$ cat config.mk
export PLATFORM = sky130hd
export DESIGN_NAME = calc_sequencer
export DESIGN_NICKNAME = d
export VERILOG_FILES = /design/src/rtl/calc_sequencer.sv
export SDC_FILE = /design/constraint.sdc
export NUM_CORES = 1
export LEC_CHECK = 0
export CORE_MARGIN = 10
export CORE_UTILIZATION = 50
export DETAILED_ROUTE_END_ITERATION = 10
export PLACE_DENSITY = 0.88
export SLEW_MARGIN = 30
export SYNTH_ARGS = -nofsm -noshare
export SYNTH_HDL_FRONTEND = slang
export SYNTH_SLANG_ARGS = --single-unit
$ cat constraint.sdc
create_clock -name clk -period 5 [get_ports clk]
set_input_delay 0.5 -clock clk [delete_from_list [all_inputs] [get_ports clk]]
set_output_delay 0.5 -clock clk [all_outputs]
set_load 0.01 [all_outputs]
$ cat src/rtl/calc_sequencer.sv
// calc_sequencer: walks an operand block in SRAM through the external datapath,
// one outstanding read at a time, and writes the final datapath result back.
module calc_sequencer #(
    parameter int                ADDR_W   = 11,
    parameter int                DATA_W   = 32,
    parameter int                CNT_W    = 10,
    parameter logic [ADDR_W-1:0] MAX_ADDR = 11'h62C
) (
    input  logic              clk,
    input  logic              n_rst,
    input  logic              start_calc,
    input  logic              abort,
    input  logic [ADDR_W-1:0] op_base,
    input  logic [CNT_W-1:0]  op_count,
    input  logic [ADDR_W-1:0] result_addr,
    output logic              mem_rd,
    output logic              mem_wr,
    output logic [ADDR_W-1:0] mem_addr,
    output logic [DATA_W-1:0] mem_wdata,
    input  logic              mem_grant,
    input  logic              mem_rvalid,
    input  logic [DATA_W-1:0] mem_rdata,
    output logic              dp_clear,
    output logic              dp_load,
    output logic [DATA_W-1:0] dp_operand,
    input  logic [DATA_W-1:0] dp_result,
    output logic              busy,
    output logic              done_calc,
    output logic              err,
    output logic [DATA_W-1:0] result_output
);
    typedef enum logic [3:0] {IDLE, CHECK, CLEAR, RD_REQ, RD_WAIT, LOAD, SETTLE, WB_REQ, DONE, ERR} state_t;
    state_t            state_q, state_d;
    logic [ADDR_W-1:0] base_q, base_d, raddr_q, raddr_d, ptr_q, ptr_d;
    logic [CNT_W-1:0]  count_q, count_d, rem_q, rem_d;
    logic [DATA_W-1:0] opnd_q, opnd_d, wdata_q, wdata_d, result_q, result_d;
    logic              err_q, err_d;
    logic [ADDR_W:0]   end_addr;
    logic              bad;

    // end address is one bit wider so an oversized block cannot wrap into range
    assign end_addr = {1'b0, base_q} + (ADDR_W+1)'(count_q);
    assign bad = count_q == '0 || base_q == '0 || end_addr > {1'b0, MAX_ADDR} ||
                 raddr_q == '0 || raddr_q >= MAX_ADDR;

    always_ff @(posedge clk or negedge n_rst) begin
        if (!n_rst) state_q <= IDLE;
        else        state_q <= state_d;
    end

    always_comb begin
        state_d = state_q;
        case (state_q)
            IDLE:    if (start_calc) state_d = CHECK;
            CHECK:   state_d = bad ? ERR : CLEAR;
            CLEAR:   state_d = RD_REQ;
            RD_REQ:  if (mem_grant) state_d = RD_WAIT;
            RD_WAIT: if (mem_rvalid) state_d = LOAD;
            LOAD:    state_d = rem_q == CNT_W'(1) ? SETTLE : RD_REQ;
            SETTLE:  state_d = WB_REQ;
            WB_REQ:  if (mem_grant) state_d = DONE;
            default: state_d = IDLE;
        endcase
        if (abort && state_q != IDLE) state_d = IDLE;
    end

    always_comb begin
        mem_rd        = state_q == RD_REQ;
        mem_wr        = state_q == WB_REQ;
        mem_addr      = mem_rd ? ptr_q : mem_wr ? raddr_q : '0;
        mem_wdata     = wdata_q;
        dp_clear      = state_q == CLEAR;
        dp_load       = state_q == LOAD;
        dp_operand    = opnd_q;
        busy          = state_q != IDLE;
        done_calc     = state_q == DONE || state_q == ERR;
        err           = err_q;
        result_output = result_q;
    end

    // data updates keyed on state_d so an abort suppresses capture and write-back
    always_comb begin
        base_d   = base_q;
        count_d  = count_q;
        raddr_d  = raddr_q;
        ptr_d    = ptr_q;
        rem_d    = rem_q;
        opnd_d   = opnd_q;
        wdata_d  = wdata_q;
        result_d = result_q;
        err_d    = err_q;
        if (state_q == IDLE && start_calc) begin
            base_d  = op_base;
            count_d = op_count;
            raddr_d = result_addr;
            err_d   = 1'b0;
        end
        if (state_q == CLEAR) begin
            ptr_d = base_q;
            rem_d = count_q;
        end
        if (state_q == LOAD) begin
            ptr_d = ptr_q + ADDR_W'(1);
            rem_d = rem_q - CNT_W'(1);
        end
        if (state_d == ERR) err_d = 1'b1;
        if (state_d == LOAD) opnd_d = mem_rdata;
        if (state_d == WB_REQ) wdata_d = dp_result;
        if (state_d == DONE) result_d = wdata_q;
    end

    always_ff @(posedge clk or negedge n_rst) begin
        if (!n_rst) begin
            base_q   <= '0;
            count_q  <= '0;
            raddr_q  <= '0;
            ptr_q    <= '0;
            rem_q    <= '0;
            opnd_q   <= '0;
            wdata_q  <= '0;
            result_q <= '0;
            err_q    <= 1'b0;
        end else begin
            base_q   <= base_d;
            count_q  <= count_d;
            raddr_q  <= raddr_d;
            ptr_q    <= ptr_d;
            rem_q    <= rem_d;
            opnd_q   <= opnd_d;
            wdata_q  <= wdata_d;
            result_q <= result_d;
            err_q    <= err_d;
        end
    end
endmodule
==> impl_metrics.env <==
export IMPL_outcome="completed"
export IMPL_postLayoutCellArea_um2=10100
export IMPL_worstSetupPathType="reg -> reg"
export IMPL_highest_layer="met4"
export IMPL_postCtsSetupBuffers=0
export IMPL_crit_arrival_ns=4.09
export IMPL_p_comb_frac=0.400
export IMPL_dieArea_um2=19500
export IMPL_fmax_mhz=265
export IMPL_final_common_cell="clkdlybuf4s50_1"
export IMPL_via_per_inst=5.74
export IMPL_seq_area_frac_synth=0.538
export IMPL_drv_slew=0
export IMPL_path_clk_slew_ns=0.07
export IMPL_cts_num_sinks=154
export IMPL_wl_per_cell_um=22.5
export IMPL_relSlewSlack=0.396
export IMPL_met3WireLength_um=1600
export IMPL_crit_required_ns=5.31
export IMPL_ys_seq_elements=154
export IMPL_switchingPower_mw=2.02
export IMPL_synth_edf_count=0
export IMPL_drt_total_wl_um=21700
export IMPL_cp_start_kind="flop"
export IMPL_hold_path_class="reg -> reg"
export IMPL_area_growth_pct=40.6
export IMPL_cts_buffers=17
export IMPL_hold_viol_final=0
export IMPL_hpwl_um=15800
export IMPL_crit_family="simple AND/OR/NAND/NOR gates"
export IMPL_clockBufferDepth=2
export IMPL_die_y_um=140
export IMPL_postPlaceCellArea_um2=9410
export IMPL_clk_latency_ns=0.43
export IMPL_drive_above_1_share=0.236
export IMPL_core_rowCount=43
export IMPL_first_global_vias=6058
export IMPL_final_cell_mix="clkdlybuf4s50_1, dfrtp_1, mux2_2, nor2_1, mux2_4"
export IMPL_ctsResizeCount=0
export IMPL_swShare=0.357
export IMPL_core_area_um2=13900
export IMPL_cp_slowest_stage_delay_ns=0.79
export IMPL_worstMarginPinSlew_ns=0.903
export IMPL_die_w_um=140
export IMPL_place_gp_congestion=0.897
export IMPL_postSynthAreaPerCell_um2=12.9
export IMPL_ir_worst_vdd_mv=0.380
export IMPL_io_pins=216
export IMPL_synthFlopType="dfrtp_1"
export IMPL_rsz0062_at_grt="no"
export IMPL_fillerInstances=909
export IMPL_power_internal_mw=3.64
export IMPL_end_kind="flop"
export IMPL_finalSetupTns_ns=0
export IMPL_cts_htree_levels=4
export IMPL_gr_total_overflow=0
export IMPL_max_cap_viol_count=0
export IMPL_grt_max_degree=113
export IMPL_min_period_over_period=0.756
export IMPL_drc_errors=0
export IMPL_synthArstFlopShare=1.00
export IMPL_syn_nets=671
export IMPL_p_seq_frac=0.365
export IMPL_setup_viol=0
export IMPL_grt_pass1_wl_um=34200
export IMPL_antenna_found_initial=1
export IMPL_gr_usage_all_layers=0.220
export IMPL_drtIter0Drc=441
export IMPL_power_leakage_nw=4.51
export IMPL_port_buffers=215
export IMPL_yosysUniqueCellTypes=67
export IMPL_path_cells="ha_1, inv_1, fa_1, nor2b_4, o21ai_0, and3b_2, a2111oi_2, o2111ai_1, a41oi_2, o31ai_2, or4b_4, mux2_4"
export IMPL_postRouteAntennaNets=0
export IMPL_fin_nets=884
export IMPL_slowest_stage="or4b_4"
export IMPL_syn_cell_area_um2=7160
export IMPL_path_buf_inv=1
export IMPL_route_met2_wl_um=11600
export IMPL_yosys_warnings=0
export IMPL_cts_root_buf="clkbuf_16"
export IMPL_cts_tree="yes"
export IMPL_clock_skew_ns=0.0123
export IMPL_drt_met1_wl_um=7950
export IMPL_period_needed_ns=3.78
export IMPL_hold_ws_ns=0.486
export IMPL_drt_pass1_iterations=5
export IMPL_syn_inst=555
export IMPL_power_density_nw_per_um2=562
export IMPL_start_util=0.514
export IMPL_num_vias=5518
export IMPL_worstPathMaxFanout=32
export IMPL_pwr_share_clk=0.236
power groups by stage:
stage                     sequential [mW]  combinational (mW)  clock [mW]
after floorplan                      1.98                1.42           0
after global placement               2.04                2.15           0
after detailed placement             2.07                2.23           0
after CTS                            2.05                2.26        1.35
after global routing                 2.11                2.46        1.40
final                                2.06                2.26        1.33
final timing paths:
kind | from | end | slack [ns] | cells past startpoint
worst max register to register | base_q[0]$_DFFE_PN0P_ | mem_wdata[22]$_DFFE_PN0N_ | 1.22 | 12
worst max-delay path | base_q[0]$_DFFE_PN0P_ | mem_wdata[22]$_DFFE_PN0N_ | 1.22 | 12
max in group asynchronous | n_rst | mem_wdata[22]$_DFFE_PN0N_ | 3.66 | 3
worst min-delay path | err$_DFFE_PN0P_ | err$_DFFE_PN0P_ | 0.49 | 2
min in group asynchronous | n_rst | mem_wdata[9]$_DFFE_PN0N_ | 0.51 | 2
worst min register to register | err$_DFFE_PN0P_ | err$_DFFE_PN0P_ | 0.49 | 2
worst reg2reg max path, stage by stage (launching register included):
cell	delay [ns]
dfrtp_1	0.40
ha_1	0.19
inv_1	0.06
fa_1	0.44
nor2b_4	0.16
o21ai_0	0.10
and3b_2	0.24
a2111oi_2	0.30
o2111ai_1	0.20
a41oi_2	0.24
o31ai_2	0.11
or4b_4	0.79
mux2_4	0.43
kinds of logic (layout without fill, tap and decap cells):
logic type,after synthesis,in the layout,share of synthesized area
flops,154,154,0.538
mux,129,129,0.218
simple gates,115,115,0.0827
compound gates,96,96,0.0988
buf+inv,43,269,0.0313
fa+ha+maj,14,14,0.0255
xor+xnor,4,4,0.00490
other cells,0,1,0
layer usage:
metal,track usage,up-vias
li1,-,2470
met1,0.234,2758
met2,0.398,253
met3,0.0670,37
met4,0.0880,0
met5,0,-
Yosys cell counts (all sizes together) (11+ instances only):
library cell / n / area (um2)
inv: 15 / 56.3
buf: 12 / 108
clkbuf: 16 / 60.1
dfrtp: 154 / 3850
a22o: 11 / 96.3
nand3: 15 / 75.1
nor2: 31 / 119
a21oi: 20 / 108
mux2: 128 / 1550
ha: 13 / 163
o21ai: 18 / 93.8
nand2: 26 / 97.6
sequential cells by signal, summed over array words and instances (netlist names):
| name | cells |
|---|---|
| ptr_q | 11 |
| dp_operand | 32 |
| mem_wdata | 32 |
| base_q | 11 |
| count_q | 10 |
| raddr_q | 11 |
| state_q | 4 |
| err | 1 |
| result_output | 32 |
| rem_q | 10 |
through the flow:
step           cells  utilization  power, mW  setup WS, ns
6_report         962        0.722       5.66          1.22
5_1_grt          962        0.722       5.98          1.02
4_1_cts          959        0.719       5.66          1.27
3_5_place_dp     927        0.675       4.30          1.29
3_3_place_gp     927        0.675       4.19         0.959
2_1_floorplan    555            -       3.40          1.67
area by class of cell:
| type | count | area, um2 | share of cell area |
|---|---|---|---|
| multi-input combinational | 358 | 3080 | 0.306 |
| clock buffer | 19 | 443 | 0.0440 |
| timing repair buffer | 222 | 2230 | 0.222 |
| tap | 180 | 225 | 0.0224 |
| antenna | 1 | 2.50 | 0.000249 |
| clock inverter | 13 | 168 | 0.0167 |
| inverter | 15 | 56.3 | 0.00559 |
| sequential | 154 | 3850 | 0.383 |
repair_timing:
item	CTS	global route
hold buffers	0	1
endpoints found under the hold margin	0	26
endpoints found under the setup margin	0	0
Note: power is estimated with default switching activity, not from simulation.
